--- src/rtl/cache_ahb_burst_rd.sv ---
// AHB-Lite read master: fills one cache line per request with a single WRAPn or INCRn burst,
// streaming each returned word with its line index and aborting on an ERROR response.
module cache_ahb_burst_rd #(
  parameter int unsigned ADDR_W     = 32,
  parameter int unsigned LINE_WORDS = 4,
  parameter bit          WRAP_EN    = 1'b1
) (
  input  logic                          i_hclk,
  input  logic                          i_hreset,
  input  logic                          i_req,
  input  logic [ADDR_W-3:0]             i_addr,
  output logic                          o_busy,
  output logic                          o_rvalid,
  output logic [31:0]                   o_rdata,
  output logic [$clog2(LINE_WORDS)-1:0] o_rindex,
  output logic                          o_done,
  output logic                          o_err,
  output logic                          o_hsel,
  output logic [ADDR_W-1:0]             o_haddr,
  output logic                          o_hwrite,
  output logic [2:0]                    o_hsize,
  output logic [2:0]                    o_hburst,
  output logic [3:0]                    o_hprot,
  output logic [1:0]                    o_htrans,
  output logic                          o_hmastlock,
  output logic                          o_hready,
  output logic [31:0]                   o_hwdata,
  input  logic                          i_hready,
  input  logic                          i_hresp,
  input  logic [31:0]                   i_hrdata
);

  localparam int unsigned IW = $clog2(LINE_WORDS);
  localparam logic [IW:0]   AcntFull = (IW+1)'(LINE_WORDS);
  localparam logic [IW-1:0] DcntLast = IW'(LINE_WORDS - 1);
  localparam logic [2:0]    HburstLen = (IW == 2) ? 3'b010 : (IW == 3) ? 3'b100 : 3'b110;

  typedef enum logic [1:0] {StIdle, StBurst, StErr} state_e;

  state_e            state_q, state_d;
  logic [ADDR_W-3:0] addr_q, addr_d;
  logic [IW:0]       acnt_q, acnt_d;
  logic [IW-1:0]     dcnt_q, dcnt_d;
  logic              dpend_q, dpend_d;

  logic [IW-1:0] start, aoff, doff;
  logic          addr_act, beat, beat_err, last_beat;

  // Offsets are IW bits wide so the sum truncates, wrapping inside the line.
  assign start     = WRAP_EN ? addr_q[IW-1:0] : '0;
  assign aoff      = start + acnt_q[IW-1:0];
  assign doff      = start + dcnt_q;
  assign addr_act  = (state_q == StBurst) && (acnt_q < AcntFull);
  assign beat      = (state_q == StBurst) && dpend_q && i_hready && !i_hresp;
  assign beat_err  = (state_q == StBurst) && dpend_q && i_hresp;
  assign last_beat = beat && (dcnt_q == DcntLast);

  always_ff @(posedge i_hclk or posedge i_hreset) begin
    if (i_hreset) begin
      state_q <= StIdle;
      addr_q  <= '0;
      acnt_q  <= '0;
      dcnt_q  <= '0;
      dpend_q <= 1'b0;
    end else begin
      state_q <= state_d;
      addr_q  <= addr_d;
      acnt_q  <= acnt_d;
      dcnt_q  <= dcnt_d;
      dpend_q <= dpend_d;
    end
  end

  always_comb begin
    state_d = state_q;
    addr_d  = addr_q;
    acnt_d  = acnt_q;
    dcnt_d  = dcnt_q;
    dpend_d = dpend_q;
    unique case (state_q)
      StIdle: begin
        if (i_req) begin
          addr_d  = i_addr;
          acnt_d  = '0;
          dcnt_d  = '0;
          dpend_d = 1'b0;
          state_d = StBurst;
        end
      end
      StBurst: begin
        if (beat_err) begin
          state_d = StErr;
        end else begin
          // A ready cycle retires the current data phase and accepts the pending address.
          if (i_hready) begin
            dpend_d = addr_act;
            if (addr_act) acnt_d = acnt_q + 1'b1;
          end
          if (beat) dcnt_d = dcnt_q + 1'b1;
          if (last_beat) state_d = StIdle;
        end
      end
      StErr: begin
        if (i_hready) state_d = StIdle;
      end
      default: state_d = StIdle;
    endcase
  end

  always_comb begin
    o_hsel   = 1'b0;
    o_htrans = 2'b00;
    o_haddr  = '0;
    o_rvalid = 1'b0;
    o_rdata  = '0;
    o_rindex = '0;
    o_done   = 1'b0;
    o_err    = 1'b0;
    unique case (state_q)
      StBurst: begin
        o_hsel  = addr_act || dpend_q;
        o_haddr = {addr_q[ADDR_W-3:IW], aoff, 2'b00};
        if (addr_act && !beat_err) o_htrans = (acnt_q == '0) ? 2'b10 : 2'b11;
        if (beat) begin
          o_rvalid = 1'b1;
          o_rdata  = i_hrdata;
          o_rindex = doff;
        end
        o_done = last_beat;
      end
      StErr: begin
        o_done = i_hready;
        o_err  = i_hready;
      end
      default: ;
    endcase
  end

  assign o_busy      = (state_q != StIdle);
  assign o_hwrite    = 1'b0;
  assign o_hsize     = 3'h2;
  assign o_hburst    = HburstLen | {2'b00, ~WRAP_EN};
  assign o_hprot     = 4'h1;
  assign o_hmastlock = 1'b0;
  assign o_hready    = i_hready;
  assign o_hwdata    = '0;

endmodule

--- config.mk ---
export PLATFORM = sky130hd
export DESIGN_NAME = cache_ahb_burst_rd
export DESIGN_NICKNAME = d
export VERILOG_FILES = /design/src/rtl/cache_ahb_burst_rd.sv
export SDC_FILE = /design/constraint.sdc
export NUM_CORES = 1
export LEC_CHECK = 0
export BUFFER_PORTS_ARGS = -buffer_cell sky130_fd_sc_hd__buf_2
export CAP_MARGIN = 30
export CORE_AREA = 2 2 87 89
export DETAILED_ROUTE_END_ITERATION = 10
export DIE_AREA = 0 0 89 91
export GPL_TIMING_DRIVEN = 0
export PLACE_DENSITY = 0.75
export SYNTH_ARGS = -nofsm -noshare
export SYNTH_HDL_FRONTEND = slang
export SYNTH_SLANG_ARGS = --single-unit
--- constraint.sdc ---
create_clock -name i_hclk -period 1.7 [get_ports i_hclk]
set_input_delay 0.34 -clock i_hclk [delete_from_list [all_inputs] [get_ports i_hclk]]
set_output_delay 0.34 -clock i_hclk [all_outputs]
set_load 0.005 [all_outputs]
# Yosys cells after proc, flatten, opt, wreduce, memory -nomap -nowiden
# Cells that the tools add are included.
[op_classes] div=0 n_addsub=4 reduce_logical=19 eq_ne=10 n_shift=0 n_lt_le_gt_ge=1 bitwise=0 mux=31 n_mul=0
[ops] op="$mux W32" count=3
[ops] op="$mux W2" count=11
[ops] op="$mux W3" count=4
[ops] op="$ne A2 B2 Y1 const B" count=6
[ops] op="$mux W1" count=8
[ops] op="$reduce_and A4 Y1" count=2
[ops] op="$logic_and A1 B1 Y1" count=7
[ops] op="$pmux W2 S3" count=1
[ops] op="$pmux W3 S2" count=1
[ops] op="$reduce_and A5 Y1" count=1
[ops] op="$add A2 B2 Y2" count=2
[ops] op="$eq A2 B2 Y1 const B" count=2
[ops] op="$pmux W1 S2" count=2
[ops] op="$pmux W2 S2" count=1
[ops] op="$reduce_bool A2 Y1" count=2
[ops] op="$add A3 B1 Y3 const B" count=1
[ops] op="$logic_not A3 Y1" count=1
[ops] op="$lt A3 B3 Y1 const B" count=1
[ops] op="$ne A3 B3 Y1 const B" count=1
[ops] op="$reduce_and A3 Y1" count=1
[ops] op="$add A2 B1 Y2 const B" count=1
[ops] op="$eq A2 B1 Y1 const B" count=1
[ops] op="$logic_not A1 Y1" count=2
[ops] op="$logic_not A2 Y1" count=1
[ops] op="other kinds (2)" count=2
[word_totals] ram_bits=0 register_bits=38 rom_bits=0 latchBits=0 in_bits=67 memories=0 elab_cells=70

# Logic depth before layout (Yosys ltp)
[logic_depth] word_depth=8 mapped_depth=7 ltp_nobuf=6

# Worst setup path after synthesis
# Ideal clock, no wire load.
[synth_timing] path_kind="register -> output" start="register state_q[1]" end="output port o_rdata[11]" setup_slack_ns=0.039 t_arrival_ns=1.321 stages_incl_launch_ff=8 required_ns=1.360 n_path_buf=2 path_cell_list="dfrtp_1 inv_1 ha_1 nor2b_2 and3_1 buf_6 buf_6 and2_1"
[synth_between] elab_chain_len=6
[synth_rtl] item="start, declared" line_no="40" rtl="state_e state_q, state_d;"
[synth_rtl] item="start signal, assigned" line_no="60" rtl="state_q <= StIdle;"
[synth_rtl] item="start signal, assigned" line_no="66" rtl="state_q <= state_d;"
[synth_rtl] item="$eq A2 B1 Y1 (*)" line_no="54, 119"
[synth_rtl] item="$logic_and A1 B1 Y1 (3 in a row)" line_no="54" rtl="assign beat = (state_q == StBurst) && dpend_q && i_hready && !i_hresp;"
[synth_rtl] item="$mux W32" line_no="124" rtl="if (beat) begin"
[synth_rtl] item="$mux W32 (*)" line_no="119" rtl="unique case (state_q)"
[synth_rtl] item="end, declared" line_no="14" rtl="output logic [31:0] o_rdata,"
# Every way passes the cells marked *; elsewhere a longest branch is shown, timed or not.

# Worst setup path after layout
[layout_timing] start="register state_q[1]" end="output port o_rdata[9]"
# The elaborated chain is that of the path after synthesis.

==> impl_metrics.tcl <==
set metrics [dict create \
    status "finished, violations left" \
    violations "setup timing" \
    finalSetupTns_ns -21.67 \
    vias_per_cell 4.21 \
    synth_edf_count 0 \
    finalSetupViolations 69 \
    fin_cells 562 \
    clock_latency_ns 0.29 \
    finalHoldViolCount 0 \
    synth_common_cells "and2_1, buf_4, dfrtp_1" \
    synth_area_um2 2590 \
    synth.avg_cell_area_um2 10.2 \
    die_w_um 89 \
    synth.yosys.warnings 0 \
    synth-simple-area-share_pct 19.3 \
    grt_pass1_vias 2179 \
    ys_top_cells_by_area "dfrtp_1, and2_1, buf_4, mux2_2, ha_1" \
    ir_worst_vdd_mv 0.999 \
    clk_pin_slew_ns 0.08 \
    grt_pass1_wl_um 10900 \
    antenna_found_initial 0 \
    antenna_left 0 \
    worstMarginPinSlew_ns 0.785 \
    synth_flop_cell "dfrtp_1" \
    synthArstFlopShare_pct 100 \
    place_hpwl_um 5800 \
    p_sw_share_pct 34.2 \
    worst-path-max-fanout 8 \
    finalCritPeriodShare_pct 123 \
    grt_max_degree 39 \
    core-area_um2 7140 \
    synthAdderAreaFrac_pct 3.87 \
    num_io_pins 185 \
    synth.largest_area_cell "dfrtp_1" \
    htree_levels 2 \
    switchingPower_mw 2.26 \
    worstReg2RegStart "state_q[0]" \
    drtIter0Drc 40 \
    power-per-cell-area_nw_per_um2 1490 \
    max-cap-violations 0 \
    min_path_type "input port to asynchronous set/reset pin" \
    fin_crit_ns 2.09 \
    ctsLongestPathBuffers 2 \
    slew_viol_final 0 \
    grt_usage_pct 17.6 \
    pwr-share-seq_pct 25.2 \
    routed_wl_um 8170 \
    seq_area_frac_synth_pct 36.8 \
    netlist_instances 253 \
    drive_gt1_share_pct 68.7 \
    row_count 31 \
    fin_ws_ns -0.394 \
    start_util_pct 36.2 \
    dieArea_um2 8100 \
    dp_cells 534 \
    post-synth-top-count-cell "and2_1" \
    fmax_mhz 478 \
    synth_compound_area_share_pct 4.60 \
    arrival_ns 1.75 \
    worstRegToRegCells 8 \
    dp_slack_ns -0.226 \
    synth_top_family_by_area "simple AND/OR/NAND/NOR gates" \
    rsz0062_at_grt "true" \
    cts_num_sinks 38 \
    crit_required_ns 1.36 \
    yosysUniqueCellTypes 32 \
    drc 0 \
    slew_headroom_pct 47.6 \
    startpoint_type "flip-flop" \
    finClkSkew_ns 0.00236 \
    wl_per_cell_um 14.5 \
    diodes 0 \
    cts_hold_buf 0 \
    grt.overflow.total 0 \
    port_buffers 138 \
    place_congestion 0.828 \
    leakage_nw 2.38 \
    crit_type "flip-flop to output port" \
    die_height_um 91 \
    critPathLaunch "state_q[1]" \
    finish.utilization_pct 61.8 \
    setup.worst_path.end "o_rdata[9]" \
    power_frac_comb_pct 64.8 \
    synthXorXnorAreaFrac_pct 1.35 \
    ys_ff_latch 38 \
    final_nets 537 \
    cts-root-buf "clkbuf_8" \
    cts_buffers 5 \
    cts_tree "yes" \
    dr.pass1.iters 4 \
    total_power_mw 6.59 \
    area_delta_synth_final_pct 70.6 \
    muxShareOfSynthArea_pct 14.6 \
    num_vias 2368 \
    clkPwrFrac_pct 10.0 \
    internal-power_mw 4.34 \
    r2r_slack_ns 0.05 \
    end_kind "output port" \
    netlist.area_leader.share_pct 36.8 \
    r2r-end "acnt_q[1]" \
]
[worst min-delay path by stage]
stage                    start    endpoint  slack (ns)
finish                i_hreset  addr_q[16]        0.19
global route          i_hreset  addr_q[16]        0.27
CTS                   i_hreset  addr_q[16]        0.23
detailed placement   addr_q[8]   addr_q[8]        0.49
global placement    addr_q[13]  addr_q[13]        0.48
floorplan                i_req   acnt_q[2]        0.45
[timing repair]
action | in CTS | in global routing
cloned | 2 | 5
endpoints found under the setup margin | 69 | 74
buffers inserted | 10 | 5
pin swaps | 4 | 28
gates resized for setup | 25 | 109
[kinds of logic (layout without fill, tap and decap cells)]
group                    after synthesis  in the layout
AND/OR/NAND/NOR                       82             82
buffers and inverters                 69            235
flip-flops                            38             38
multiplexers                          34             34
AO/OA/AOI/OAI                         16             16
adder cells (fa/ha/maj)                8              8
XOR/XNOR                               4              4
other                                  2             46
[critical path: stages (launching register included)]
cell	delay (ns)
dfrtp_1	0.39
inv_2	0.08
ha_4	0.13
nor2b_4	0.14
and3_4	0.20
buf_8	0.14
buf_4	0.13
and2_1	0.13
buf_2	0.12
[metrics by stage]
| step | hold slack, ns | cell area, µm² |
|---|---|---|
| CTS | 0.226 | 3850 |
| finish | 0.191 | 4410 |
| detailed placement | 0.485 | 3570 |
| global route | 0.266 | 4410 |
| global placement | 0.479 | 3570 |
| floorplan | 0.447 | 2750 |
[registers in the layout (all words and copies together), names as in the netlist]
register and flops:
acnt_q 3, dcnt_q 2, addr_q 30, dpend_q 1, state_q 2
[power by group through the flow]
| stage | registers (mW) | logic [mW] | clock network, mW |
|---|---|---|---|
| finish | 1.66 | 4.27 | 0.658 |
| global route | 1.72 | 4.61 | 0.715 |
| CTS | 1.63 | 3.24 | 0.678 |
| detailed placement | 1.63 | 2.80 | 0 |
| global placement | 1.60 | 2.74 | 0 |
| floorplan | 1.55 | 1.85 | 0 |
[cell usage in the layout, fill, tap and decap left out, drive strengths merged]
cell type	instances
a21bo	1
o21ai	3
a21boi	1
nand3	2
inv	11
a221oi	1
a21oi	5
mux2	30
clkinv	1
xnor2	4
nand4	2
nand2	4
nor2b	4
ha	8
nand3b	1
a211oi	1
clkinvlp	1
dfrtp	38
o22ai	1
and3	1
buf	213
and2	64
nor2	3
a31oi	2
mux2i	4
o21a	1
conb	46
clkbuf	9
nor3	1
[routing by layer]
layer | GRT usage, % | share of wire, % | vias to the layer above
met4 | 6.22 | 2.5 | 0
li1 | - | - | 1132
met3 | 5.73 | 10 | 17
met5 | 0 | 0 | -
met2 | 32.4 | 52 | 132
met1 | 18.2 | 35 | 1087
[cell type report]
cell class | instances | area, µm²
fillers | 619 | 2730
multi-input cells | 190 | 1480
repair buffers | 159 | 1230
flip-flops and latches | 38 | 951
plain buffers | 57 | 484
well taps | 99 | 124
clock buffers | 6 | 82.6
inverters | 11 | 48.8
clock inverters | 2 | 12.5
Note: power is estimated with default switching activity, not from simulation.
